==> config.mk <==
export PLATFORM = sky130hd
export DESIGN_NAME = matrix_frame_scheduler
export DESIGN_NICKNAME = d
export VERILOG_FILES = /design/src/rtl/matrix_pkg.sv /design/src/rtl/matrix_frame_tick.sv /design/src/rtl/matrix_frame_scheduler.sv
export SDC_FILE = /design/constraint.sdc
export NUM_CORES = 1
export LEC_CHECK = 0
export BUFFER_PORTS_ARGS = -buffer_cell sky130_fd_sc_hd__buf_4
export CAP_MARGIN = 20
export CORE_AREA = 2 2 161 163
export CTS_BUF_LIST = sky130_fd_sc_hd__clkbuf_8
export DETAILED_ROUTE_END_ITERATION = 6
export DIE_AREA = 0 0 163 165
export PLACE_DENSITY_LB_ADDON = 0.15
export REMOVE_ABC_BUFFERS = 1
export SLEW_MARGIN = 20
export SYNTH_ARGS = -nofsm -noshare
export SYNTH_HDL_FRONTEND = slang
export SYNTH_SLANG_ARGS = --single-unit
==> constraint.sdc <==
create_clock -name clk -period 3.8 [get_ports clk]
set_input_delay 0 -clock clk [delete_from_list [all_inputs] [get_ports clk]]
set_output_delay 0 -clock clk [all_outputs]
set_load 0.005 [all_outputs]
==> src/rtl/matrix_pkg.sv <==
// Shared types and constants for the LED matrix frame scheduler.
package matrix_pkg;

  typedef enum logic {IDLE, HOLD} state_t;

  localparam logic [1:0]  GNT_NONE = 2'b00;
  localparam logic [1:0]  GNT_P0   = 2'b01;
  localparam logic [1:0]  GNT_P1   = 2'b10;

  localparam logic [63:0] BLANK_FRAME = 64'h0;

  localparam int DEF_FRAME_CYCLES = 8;

endpackage

==> src/rtl/matrix_frame_tick.sv <==
// Refresh-frame counter: wraps every FRAME_CYCLES clocks, flags the last cycle.
module matrix_frame_tick #(
  parameter int FRAME_CYCLES = 8
) (
  input  logic i_clk,
  input  logic i_rst,
  output logic o_frame_tick
);

  localparam int            CW   = (FRAME_CYCLES > 1) ? $clog2(FRAME_CYCLES) : 1;
  localparam logic [CW-1:0] LAST = CW'(FRAME_CYCLES - 1);

  logic [CW-1:0] r_fcnt;

  always_ff @(posedge i_clk) begin
    if (i_rst) begin
      r_fcnt <= '0;
    end else if (r_fcnt == LAST) begin
      r_fcnt <= '0;
    end else begin
      r_fcnt <= r_fcnt + CW'(1);
    end
  end

  assign o_frame_tick = (r_fcnt == LAST);

endmodule

==> src/rtl/matrix_frame_scheduler.sv <==
// Two-port priority frame scheduler for the 8x8 R/G matrix; swaps frames only on refresh boundaries.
// Optional per-port blinking is compiled in with MATRIX_BLINK_EN.
module matrix_frame_scheduler
  import matrix_pkg::*;
#(
  parameter int FRAME_CYCLES = DEF_FRAME_CYCLES,
  parameter int DWELL_W      = 8
) (
  input  logic               clk,
  input  logic               rst,
  input  logic               req0,
  input  logic [63:0]        pic_r0,
  input  logic [63:0]        pic_g0,
  input  logic [DWELL_W-1:0] dwell0,
`ifdef MATRIX_BLINK_EN
  input  logic               blink0,
  input  logic               blink1,
`endif
  output logic               ack0,
  input  logic               req1,
  input  logic [63:0]        pic_r1,
  input  logic [63:0]        pic_g1,
  input  logic [DWELL_W-1:0] dwell1,
  output logic               ack1,
  output logic [63:0]        pic_r,
  output logic [63:0]        pic_g,
  output logic [1:0]         grant,
  output logic               show_done,
  output logic               done_id
);

  logic               w_tick;
  logic               w_preempt;
  logic               w_decide;
  logic [DWELL_W-1:0] w_dwell0;
  logic [DWELL_W-1:0] w_dwell1;

  state_t             r_state;
  logic [DWELL_W-1:0] r_rem;
  logic [63:0]        r_pic_r;
  logic [63:0]        r_pic_g;
  logic [1:0]         r_grant;
  logic               r_ack0;
  logic               r_ack1;
  logic               r_done;
  logic               r_done_id;
`ifdef MATRIX_BLINK_EN
  logic               r_blink;
  logic               r_odd;
`endif

  matrix_frame_tick #(
    .FRAME_CYCLES (FRAME_CYCLES)
  ) u_tick (
    .i_clk        (clk),
    .i_rst        (rst),
    .o_frame_tick (w_tick)
  );

  assign w_dwell0  = (dwell0 == '0) ? DWELL_W'(1) : dwell0;
  assign w_dwell1  = (dwell1 == '0) ? DWELL_W'(1) : dwell1;
  assign w_preempt = (r_state == HOLD) && (r_grant == GNT_P1) && req0;
  assign w_decide  = w_tick && ((r_state == IDLE) || (r_rem == DWELL_W'(1)) || w_preempt);

  always_ff @(posedge clk) begin
    if (rst) begin
      r_state   <= IDLE;
      r_rem     <= '0;
      r_pic_r   <= BLANK_FRAME;
      r_pic_g   <= BLANK_FRAME;
      r_grant   <= GNT_NONE;
      r_ack0    <= 1'b0;
      r_ack1    <= 1'b0;
      r_done    <= 1'b0;
      r_done_id <= 1'b0;
`ifdef MATRIX_BLINK_EN
      r_blink   <= 1'b0;
      r_odd     <= 1'b0;
`endif
    end else begin
      r_ack0 <= 1'b0;
      r_ack1 <= 1'b0;
      r_done <= 1'b0;
      if (w_decide) begin
        // A HOLD decision that is not a preemption can only be the last frame.
        if ((r_state == HOLD) && !w_preempt) begin
          r_done    <= 1'b1;
          r_done_id <= (r_grant == GNT_P1);
        end
`ifdef MATRIX_BLINK_EN
        r_odd <= 1'b0;
`endif
        if (req0) begin
          r_state <= HOLD;
          r_ack0  <= 1'b1;
          r_pic_r <= pic_r0;
          r_pic_g <= pic_g0;
          r_grant <= GNT_P0;
          r_rem   <= w_dwell0;
`ifdef MATRIX_BLINK_EN
          r_blink <= blink0;
`endif
        end else if (req1) begin
          r_state <= HOLD;
          r_ack1  <= 1'b1;
          r_pic_r <= pic_r1;
          r_pic_g <= pic_g1;
          r_grant <= GNT_P1;
          r_rem   <= w_dwell1;
`ifdef MATRIX_BLINK_EN
          r_blink <= blink1;
`endif
        end else begin
          r_state <= IDLE;
          r_pic_r <= BLANK_FRAME;
          r_pic_g <= BLANK_FRAME;
          r_grant <= GNT_NONE;
          r_rem   <= '0;
`ifdef MATRIX_BLINK_EN
          r_blink <= 1'b0;
`endif
        end
      end else if (w_tick && (r_state == HOLD)) begin
        r_rem <= r_rem - DWELL_W'(1);
`ifdef MATRIX_BLINK_EN
        r_odd <= ~r_odd;
`endif
      end
    end
  end

`ifdef MATRIX_BLINK_EN
  // Odd frames of a blinking hold go dark; grant and dwell keep running.
  assign pic_r = (r_blink && r_odd) ? BLANK_FRAME : r_pic_r;
  assign pic_g = (r_blink && r_odd) ? BLANK_FRAME : r_pic_g;
`else
  assign pic_r = r_pic_r;
  assign pic_g = r_pic_g;
`endif

  assign grant     = r_grant;
  assign ack0      = r_ack0;
  assign ack1      = r_ack1;
  assign show_done = r_done;
  assign done_id   = r_done_id;

endmodule

* Word level (Yosys, flattened, before mapping) *
Cells that the tools add are included.
Widths: inputs -> output; s select.

word-level totals
  bits in registers = 146
  output and inout bits = 134
  input port bits = 276
  logic and storage cells = 48

operators by class
  mux-type cells = 16
  reduce and logical (&&, ||, !) cells = 15
  add/subtract/negate cells = 2
  bitwise gates (word level) = 2
  equal/unequal tests = 3

operators by type and width
  operator             count
  $mux 64              4
  $mux 8               6
  $logic_not 8->1      2
  $eq 8x1->1 const B   1
  $sub 8x1->8 const B  1
  $logic_and 1x1->1    5
  $mux 1               4
  $mux 2               2
  $reduce_or 2->1      2
  $add 3x1->3 const B  1
  $eq 3x3->1 const B   1
  $reduce_or 3->1      1
  $eq 2x2->1 const B   1
  $logic_or 1x1->1     2
  $not 1->1            2
  $reduce_and 2->1     1
  $reduce_bool 2->1    1
  $logic_not 1->1      1

* Depth between registers and ports, before layout *
Gate-level depths: netlist (run 1).

  word-level depth = 7
  mapped depth = 9
  mapped depth without buffers = 7

* By module *
A second synthesis (run 1) with hierarchy kept.

second synthesis, totals
  cell total of the unflattened synthesis = 702
  area total of the unflattened synthesis = 6102.1 µm²

modules (own cells, without submodules)
  module                  area each (µm²)  cells each  times used  sequential area each (µm²)
  matrix_frame_scheduler  5997.0           694         1           2862.7
  matrix_frame_tick       105.1            8           1           60.1

* Least setup slack after synthesis (run 1) *
OpenSTA, ideal clock, no wires.

  kind = flip-flop to flip-flop
  from = reg r_rem[2]
  to = reg r_pic_g[25] (netlist: pic_g[25])
  cell stages (with the launch flop) = 8
  library setup time = 0.132 ns
  required time = 3.668 ns
  data arrival time = 1.997 ns
  path slack = 1.671 ns
  path buffers = 2
  clock period less this slack = 2.129 ns
  path through = dfxtp_1 -> or4_1 -> nor3_1 -> o21ai_1 -> clkbuf_1 -> clkbuf_1 -> a221oi_1 -> nor3_1

on the way
  word-level cells in the longest chain between the ends = 4

ends and longest elaborated chain
  what                           line                           source
  start, declared                matrix_frame_scheduler.sv:39   logic [DWELL_W-1:0] r_rem;
  start signal, assigned         matrix_frame_scheduler.sv:99   r_rem <= w_dwell0;
  start signal, assigned         matrix_frame_scheduler.sv:109  r_rem <= w_dwell1;
  start signal, assigned         matrix_frame_scheduler.sv:124  r_rem <= r_rem - DWELL_W'(1);
  $eq 8x1->1                     matrix_frame_scheduler.sv:63   assign w_decide = w_tick && ((r_state == IDLE) || (r_rem == DWELL_W'(1)) || w_preempt);
  $logic_or 1x1->1 (2 in a row)  matrix_frame_scheduler.sv:63
  $logic_and 1x1->1              matrix_frame_scheduler.sv:63
  end signal, assigned           matrix_frame_scheduler.sv:97   r_pic_g <= pic_g0;
  end signal, assigned           matrix_frame_scheduler.sv:107  r_pic_g <= pic_g1;
  end, declared                  matrix_frame_scheduler.sv:41   logic [63:0] r_pic_g;

Every way passes these cells.
A chain may end at the register's enable or synchronous reset.

* Worst setup path in the final report (run 1) *
  from = reg r_rem[2]
  to = reg r_pic_r[5] (netlist: pic_r[5])

on the way
  word-level cells in the longest chain between the ends = 4

ends and longest elaborated chain
  what                           line                           source
  $eq 8x1->1                     matrix_frame_scheduler.sv:63
  $logic_or 1x1->1 (2 in a row)  matrix_frame_scheduler.sv:63
  $logic_and 1x1->1              matrix_frame_scheduler.sv:63
  end signal, assigned           matrix_frame_scheduler.sv:96   r_pic_r <= pic_r0;
  end signal, assigned           matrix_frame_scheduler.sv:106  r_pic_r <= pic_r1;
  end, declared                  matrix_frame_scheduler.sv:40   logic [63:0] r_pic_r;

Every way passes these cells.

==> results of run 1 <==
per-stage QoR:
step	instances	total power, uW	util [%]	setup slack [ns]	hold slack, ns
6_report	1674	3450	50.1	0.681	0.0538
5_1_grt	1674	3610	50.1	0.599	0.0539
4_1_cts	1674	3510	50.1	0.810	0.00396
3_5_place_dp	1373	1970	37.5	1.33	0.304
3_3_place_gp	1373	1970	37.5	1.36	0.292
2_1_floorplan	626	1650	-	-1.75	0.0691
state kept, by name, indices dropped and copies added, names as in the netlist:
signal         cells
ack0               1
ack1               1
done_id            1
grant              2
pic_g             64
pic_r             64
r_rem              8
r_state            1
show_done          1
u_tick.r_fcnt      3
what timing repair did:
action | 4_1_cts | 5_1_grt
hold buffers | 270 | 0
gates resized for setup | 0 | 0
endpoints found under the hold margin | 136 | 0
critical path, cell delays in order, from the launching register on:
cell and delay (ns):
dfxtp_1 0.35, or4_1 0.59, nor3_1 0.49, o21ai_4 0.14, buf_12 0.28, a221oi_1 0.34, dlygate4sd3_1 0.61, nor3_1 0.04
power by group through the flow:
stage | Clock, uW | Combinational (uW) | Sequential (uW)
6_report | 1390 | 512 | 1550
4_1_cts | 1450 | 509 | 1550
3_3_place_gp | 0 | 380 | 1590
2_1_floorplan | 0 | 58.8 | 1590
3_5_place_dp | 0 | 379 | 1590
5_1_grt | 1500 | 548 | 1550
metal layers:
metal / up-vias / wire [um] / global-route usage, % / share of wire (%)
met3: 50 / 1850 / 5.15 / 6.8
met4: 0 / 798 / 8.00 / 2.9
met1: 3877 / 10500 / 21.1 / 38
met5: - / 0 / 0 / 0
li1: 3927 / - / - / -
met2: 292 / 14200 / 35.8 / 52
cells by family after synthesis:
kind of cell / count (synthesis) / share of synthesized area (%)
flip-flops: 146 / 47.9
AO/OA/AOI/OAI: 162 / 22.3
buffers and inverters: 82 / 5.78
AND/OR/NAND/NOR: 307 / 22.9
adder cells (fa/ha/maj): 4 / 0.820
multiplexers: 2 / 0.328
synth_stat cells (2+ instances only):
| master | count | area share (%) |
|---|---|---|
| nor2b_1 | 2 | 0.20 |
| ha_1 | 4 | 0.82 |
| mux2i_1 | 2 | 0.33 |
| or4_1 | 5 | 0.61 |
| and3_1 | 5 | 0.51 |
| nand3_1 | 3 | 0.25 |
| nand4b_1 | 2 | 0.29 |
| dfxtp_1 | 146 | 48 |
| nor2_1 | 136 | 8.4 |
| o21ai_0 | 9 | 0.74 |
| a21oi_1 | 5 | 0.41 |
| inv_1 | 4 | 0.25 |
| nand2_1 | 12 | 0.74 |
| nor3_1 | 134 | 11 |
| clkbuf_1 | 56 | 3.4 |
| a221oi_1 | 128 | 18 |
| a22oi_1 | 3 | 0.37 |
| a32o_1 | 3 | 0.49 |
| o32ai_1 | 2 | 0.29 |
| buf_2 | 12 | 0.98 |
| a22o_1 | 3 | 0.43 |
| a31oi_1 | 2 | 0.20 |
| nor4_1 | 3 | 0.31 |
| buf_4 | 8 | 0.98 |
final cells by class:
type | count | share of cell area (%)
Inverter | 5 | 0.150
Multi-Input combinational cell | 475 | 22.7
Clock inverter | 12 | 1.44
Clock buffer | 19 | 2.09
Tap cell | 330 | 3.29
Timing Repair Buffer | 687 | 47.0
Sequential cell | 146 | 23.3
how the worst min path moves through the flow:
stage / cells after the start / end
2_1_floorplan: 1 / done_id
3_3_place_gp: 3 / pic_r[53]
3_5_place_dp: 3 / pic_r[61]
4_1_cts: 4 / r_rem[4]
5_1_grt: 4 / r_rem[4]
6_report: 4 / r_rem[4]
==> flow_summary.ini, run 1 <==
[pwr]
clkPwrFrac_pct = 40.3
switching_share_pct = 24.2
power_frac_seq_pct = 44.9
intPower_uw = 2620
p_sw_uw = 835
power_frac_comb_pct = 14.8
cellLeakagePower_uw = 0.00562
powerDensity_mw_per_mm2 = 275
peakVddDrop_v = 0.000188

[global_routing]
grt_max_degree = 130
track_usage_pct = 19.5
antenna_found_initial = 0
gr-total-overflow = 0
grt_pass1_wl_um = 41800
grt_pass1_vias = 8217

[synth]
yosysSeqAreaShare_pct = 47.9
ys_types = 38
avgSynthCellArea_um2 = 8.68
synthArstFlopShare_pct = 0
synthFlopType = dfxtp_1
synthCells = 703
ys_ff_latch = 146
synth-edff-count = 0
syn-cell-area_mm2 = 0.00610
synth_warnings = 0

[sta]
tightestPinTransition_ns = 0.880
fin_crit_ns = 3.12
fmax_mhz = 321
tns_ns = 0
fin_worst_skew_ns = 0.0155
setup_viol = 0
slew_headroom_pct = 41.4
rsz0062_at_grt = no
maxSlewViolCount = 0
hold_viol = 0
finalCritPeriodShare_pct = 82.1

[clocking]
numCtsBuffers = 17
clkLatencyLatePin_ns = 0.45
clk_path_buf_depth = 2
cts.clk_slew.worst_paths_ns = 0.09
htreeDepth = 4
cts-root-buf = clkbuf_8
clock-sinks = 146
cts_setup_buffers = 0
tritoncts = built

[drt]
drt-total-wl_um = 27400
vias = 8146
antenna_left = 0
wl_per_cell_um = 16.3
drt-initial-drc-count = 338
drc = 0
firstDrtPassIters = 4
vias_per_cell = 4.87

[worst_hold_path]
hp-class = in -> reg
hp-start = dwell0[4]

[final_layout]
regArea_mm2 = 0.00292
final_area_mm2 = 0.0125
drive_above_1_share_pct = 33.6
n_antenna_cell = 0
layout_commonest_cell = buf_4
fill_cells = 2372
layout_common_cells = 412 x buf_4, 270 x dlygate4sd3_1, 146 x dfxtp_1
multiInputGateArea_mm2 = 0.00285
nets = 1612
area_growth_pct = 105

[worst_setup_path]
crit_end = pic_r[5]
cp-end-kind = flop
cp_max_fo = 129
worstSetupStartpoint = r_rem[2]
crit_required_ns = 4.11
r2r-start = r_rem[2]
rr_worst_depth = 7
path_class = reg -> reg
critPathArrivalTime_ns = 3.42
reg2reg_slack_ns = 0.68
crit_path_start_kind = flop
r2r-end = pic_r[5]

[job]
cap_violations = 0

[place]
detailed_place.area_mm2 = 0.00940
gp_congestion = 0.780
hpwlAfterDp_um = 17000
portBuffers = 409

[run_status]
status = completed

[die]
die_x_um = 163
ios = 410
num_rows = 58
die_h_um = 165
fp.coreArea_mm2 = 0.0250
dieArea_mm2 = 0.0269
start_util_pct = 24.4
(Power assumes the default switching activity.)
==> inputs of run 2 (changes only) <==
==> constraint.sdc (replaced) <==
create_clock -name clk -period 3.13 [get_ports clk]
set_input_delay 0 -clock clk [delete_from_list [all_inputs] [get_ports clk]]
set_output_delay 0 -clock clk [all_outputs]
set_load 0.005 [all_outputs]
==> run 2 against run 1 <==
Effect of this change:
- fmax rose by 8.1%
- final cell count is essentially flat
- sequential power is 21% higher
- flip-flop and latch count did not move
- register-to-register slack worse by 0.44 ns
- critical path type unchanged
- largest power group unchanged
- highest routed layer unchanged
==> flow_summary.ini, run 2 (synthesis gave the netlist of run 1 again) <==
[die]
num_rows = 58
ios = 410
die_h_um = 165
fp.coreArea_mm2 = 0.0250
start_util_pct = 24.4
die_x_um = 163
dieArea_mm2 = 0.0269

[worst_setup_path]
crit_path_start_kind = flop
critPathArrivalTime_ns = 3.17
path_class = reg -> reg
r2r-end = pic_r[44]
rr_worst_depth = 7
r2r-start = r_rem[2]
cp_max_fo = 68
reg2reg_slack_ns = 0.24
crit_required_ns = 3.42
cp-end-kind = flop

[place]
hpwlAfterDp_um = 17200
dp.cells = 1377
gp_congestion = 0.776
portBuffers = 409
detailed_place.area_mm2 = 0.00941

[sta]
fin_crit_ns = 2.89
fin_worst_skew_ns = 0.0215
slew_headroom_pct = 42.7
hold_viol = 0
tns_ns = 0
rsz0062_at_grt = no
maxSlewViolCount = 0
setup_viol = 0
tightestPinTransition_ns = 0.859
hold_ws_ns = 0.0426
fmax_mhz = 347
finalCritPeriodShare_pct = 92.2

[worst_hold_path]
min_to = r_rem[2]
hp-start = dwell1[2]
hp-class = in -> reg
whs_path_depth = 4

[drt]
antenna_left = 0
vias = 8127
drc = 0
drt-total-wl_um = 27400
drt-initial-drc-count = 417
wl_per_cell_um = 16.4
vias_per_cell = 4.86
firstDrtPassIters = 6

[global_routing]
grt_pass1_wl_um = 42300
track_usage_pct = 19.7
gr-total-overflow = 0
grt_pass1_vias = 8493
use_met2_pct = 35.9
use_met1_pct = 21.5
antenna_found_initial = 0
grt_max_degree = 85
top_usage_layer = met2
grtUsageMet3_pct = 4.77

[clocking]
clock-sinks = 146
htreeDepth = 4
cts_setup_buffers = 0
cts.clk_slew.worst_paths_ns = 0.09
clkLatencyLatePin_ns = 0.45
clk_path_buf_depth = 2
numCtsBuffers = 17
tritoncts = built
cts-root-buf = clkbuf_8

[pwr]
power_frac_seq_pct = 47.0
clkPwrFrac_pct = 37.5
peakVddDrop_v = 0.000229
power_frac_comb_pct = 15.5
intPower_uw = 2970
switching_share_pct = 25.8
powerDensity_mw_per_mm2 = 321
cellLeakagePower_uw = 0.00559
p_sw_uw = 1030
power.total_uw = 4000

[final_layout]
area_growth_pct = 104
final_area_mm2 = 0.0125
final_cells = 1673
fill_cells = 2381
drive_above_1_share_pct = 34.1
layout_common_cells = 417 x buf_4, 264 x dlygate4sd3_1, 146 x dfxtp_1
n_antenna_cell = 0
nets = 1610
layout_commonest_cell = buf_4

[job]
cap_violations = 0

[run_status]
status = completed
run 2: cell types whose count changed in the layout (fill, tap and decap cells not counted), sizes merged:
cell,delta
clkinvlp,+2
dlygate4sd3,-6
clkbuf,+1
inv,+1
buf,+4
bufinv,-3
run 2: through the flow:
| stage | setup slack [ns] | utilization [%] |
|---|---|---|
| 2_1_floorplan | -2.42 | - |
| 3_3_place_gp | 0.728 | 37.6 |
| 3_5_place_dp | 0.681 | 37.6 |
| 4_1_cts | 0.136 | 49.7 |
| 5_1_grt | 0.0903 | 49.8 |
| 6_report | 0.244 | 49.8 |
run 2: worst max-delay path: stages (launching register included):
cell and delay, ns:
dfxtp_1 0.35, or4_1 0.60, nor3_2 0.34, o21ai_4 0.07, buf_4 0.34, a221oi_1 0.34, dlygate4sd3_1 0.60, nor3_1 0.05
run 2: layout make-up:
class | count | area (um2) | share of cell area (%)
timing repair buffer | 685 | 5850 | 47.0
sequential | 146 | 2920 | 23.5
multi-input combinational | 475 | 2850 | 22.9
tap | 330 | 413 | 3.31
clock buffer | 20 | 275 | 2.21
clock inverter | 12 | 121 | 0.974
inverter | 5 | 18.8 | 0.151
run 2: power by group through the flow:
stage | combinational, uW | clock (uW) | sequential [uW]
floorplan | 71.4 | 0 | 1930
global placement | 466 | 0 | 1930
detailed placement | 464 | 0 | 1930
CTS | 617 | 1570 | 1880
global route | 663 | 1650 | 1880
finish | 618 | 1500 | 1880
run 2: timing repair:
action / in CTS / in global routing
resized for setup: 0 / 1
endpoints found under the hold margin: 133 / 0
setup endpoints to repair: 0 / 29
hold buffers: 264 / 0
run 2: worst max-delay path by stage:
| stage | from | cells after the start | endpoint | slack (ns) |
|---|---|---|---|---|
| final | r_rem[2] | 7 | pic_r[44] | 0.24 |
| after global routing | r_rem[4] | 7 | pic_r[44] | 0.09 |
| after CTS | r_rem[2] | 7 | pic_r[44] | 0.14 |
| after detailed placement | r_rem[2] | 6 | pic_g[4] | 0.68 |
| after global placement | r_rem[2] | 6 | pic_g[4] | 0.73 |
| after floorplan | r_rem[1] | 7 | done_id | -2.42 |
run 2: per-layer routing:
metal / wire length, um / up-vias
li1: - / 3925
met1: 10700 / 3828
met2: 14100 / 313
met3: 1690 / 61
met4: 1010 / 0
met5: 0 / -
==> inputs of run 3 (changes only) <==
--- a/config.mk
+++ b/config.mk
@@ -5,12 +5,14 @@
 export SDC_FILE = /design/constraint.sdc
 export NUM_CORES = 1
 export LEC_CHECK = 0
+export ABC_CLOCK_PERIOD_IN_PS = 3130
 export BUFFER_PORTS_ARGS = -buffer_cell sky130_fd_sc_hd__buf_4
 export CAP_MARGIN = 20
-export CORE_AREA = 2 2 161 163
+export CORE_AREA = 3 3 158 160
 export CTS_BUF_LIST = sky130_fd_sc_hd__clkbuf_8
+export CTS_CLUSTER_DIAMETER = 40
 export DETAILED_ROUTE_END_ITERATION = 6
-export DIE_AREA = 0 0 163 165
+export DIE_AREA = 0 0 161 163
 export PLACE_DENSITY_LB_ADDON = 0.15
 export REMOVE_ABC_BUFFERS = 1
 export SLEW_MARGIN = 20
==> run 3 against run 2 <==
Effect of this change:
- total power rose by 1.4%
- clock skew fell by 0.0060 ns
- combinational power barely moved
- cell area barely moved
- die area fell by 2.4%
- global-route usage rose by 0.57 points
- worst hold slack improved by 0.011 ns
- sequential share of layout area barely moved
- critical path depth did not move
- count of clock-buffer cells in the layout fell by 2
- wire length rose by 1.7%
- via count fell by 0.44%
==> flow_summary.ini, run 3 (synthesis gave the netlist of run 1 again) <==
[run_status]
status = completed

[sta]
fmax_mhz = 347
fin_worst_skew_ns = 0.0155
fin_crit_ns = 2.88
hold_viol = 0
tns_ns = 0
rsz0062_at_grt = no
setup_viol = 0
slew_headroom_pct = 40.6
setup_ws_ns = 0.246
finalCritPeriodShare_pct = 92.1
tightestPinTransition_ns = 0.891
maxSlewViolCount = 0

[worst_setup_path]
reg2reg_slack_ns = 0.25
cp_max_fo = 72
max_stage_delay_ns = 0.61
crit_slowest_cell = dlygate4sd3_1
crit_buf_inv = 2
crit_path_start_kind = flop
path_class = reg -> reg
cp-end-kind = flop
r2r-start = r_rem[2]
worstPathCellList = or4_1 -> nor3_2 -> o21ai_4 -> buf_4 -> a221oi_1 -> dlygate4sd3_1 -> nor3_1
crit_required_ns = 3.43
r2r-end = pic_g[62]
rr_worst_depth = 7
cpLargestDelayFamily = simple AND/OR/NAND/NOR gates
critPathArrivalTime_ns = 3.19

[die]
fp.coreArea_mm2 = 0.0235
die_x_um = 161
ios = 410
num_rows = 56
start_util_pct = 25.9
die_h_um = 163
dieArea_mm2 = 0.0262

[clocking]
cts_setup_buffers = 0
cts-root-buf = clkbuf_8
htreeDepth = 4
tritoncts = built
clk_path_buf_depth = 2
clkLatencyLatePin_ns = 0.43
clock-sinks = 146
cts.clk_slew.worst_paths_ns = 0.08
numCtsBuffers = 17

[worst_hold_path]
hp-start = dwell0[4]
hp-class = in -> reg
whs_path_depth = 4
min_to = r_rem[4]

[final_layout]
drive_above_1_share_pct = 34.1
layout_common_cells = 420 x buf_4, 263 x dlygate4sd3_1, 146 x dfxtp_1
nets = 1611
final_area_mm2 = 0.0125
area_growth_pct = 104
layout_commonest_cell = buf_4

[place]
hpwlAfterDp_um = 17700
detailed_place.area_mm2 = 0.00940
portBuffers = 409
gp_congestion = 0.826
dp_slack_ns = 0.633

[pwr]
peakVddDrop_v = 0.000305
cellLeakagePower_uw = 0.00561
powerDensity_mw_per_mm2 = 326
power.total_uw = 4050

[drt]
drt-initial-drc-count = 411
drc = 0
routedLengthMet1_um = 10900
route.met3.wl_um = 1840
vias = 8091
vias_per_cell = 4.86
drt-total-wl_um = 27900
wl_met2_um = 14500
firstDrtPassIters = 6
wl_per_cell_um = 16.8
antenna_left = 0
topRoutingLayerUsed = met4

[global_routing]
track_usage_pct = 20.3
antenna_found_initial = 1
grt_pass1_wl_um = 43200
grt_max_degree = 81
gr-total-overflow = 0
grt_pass1_vias = 8394

[job]
cap_violations = 0
-- run 3: worst max path at each step --
stage	start	end	slack, ns	cells past startpoint
final	r_rem[2]	pic_g[62]	0.25	7
after global routing	r_rem[4]	pic_g[62]	0.05	7
after CTS	r_rem[2]	pic_g[13]	0.11	7
after detailed placement	r_rem[2]	pic_g[13]	0.63	6
after global placement	r_rem[2]	pic_g[13]	0.68	6
after floorplan	r_rem[1]	done_id	-2.42	7
-- run 3: final cells by class --
type,instances,area [um2]
antenna,1,2.50
fill,2237,11100
multi-input combinational,475,2850
sequential,146,2920
inverter,5,18.8
clock buffer,18,248
clock inverter,14,161
tap,319,399
timing repair buffer,686,5850
-- run 3: repair_timing --
item | CTS | global route
hold buffers | 263 | 0
hold endpoints to repair | 132 | 0
resized for setup | 0 | 1
setup endpoints to repair | 0 | 17
-- run 3: layer usage --
layer | GRT usage [%] | up-vias
li1 | - | 3922
met1 | 22.5 | 3839
met2 | 37.7 | 292
met3 | 5.95 | 38
met4 | 5.40 | 0
met5 | 0 | -
-- run 3: worst min-delay path, delay by kind of cell --
kind                   cells  cell delay (ns)
AO/OA/AOI/OAI              3             0.35
buffers and inverters      1             0.08
-- run 3: power by group --
part	internal, uW	switching, uW	total (uW)
Combinational	388	227	616
Sequential	1870	8.92	1880
Clock	808	749	1560
-- run 3: per-stage QoR --
step | util [%] | instances | hold WS (ns)
6_report | 52.9 | 1664 | 0.0538
5_1_grt | 52.9 | 1664 | 0.0491
4_1_cts | 52.9 | 1663 | 0.00898
3_5_place_dp | 39.9 | 1368 | 0.306
3_3_place_gp | 39.9 | 1368 | 0.293
2_1_floorplan | - | 626 | 0.0691
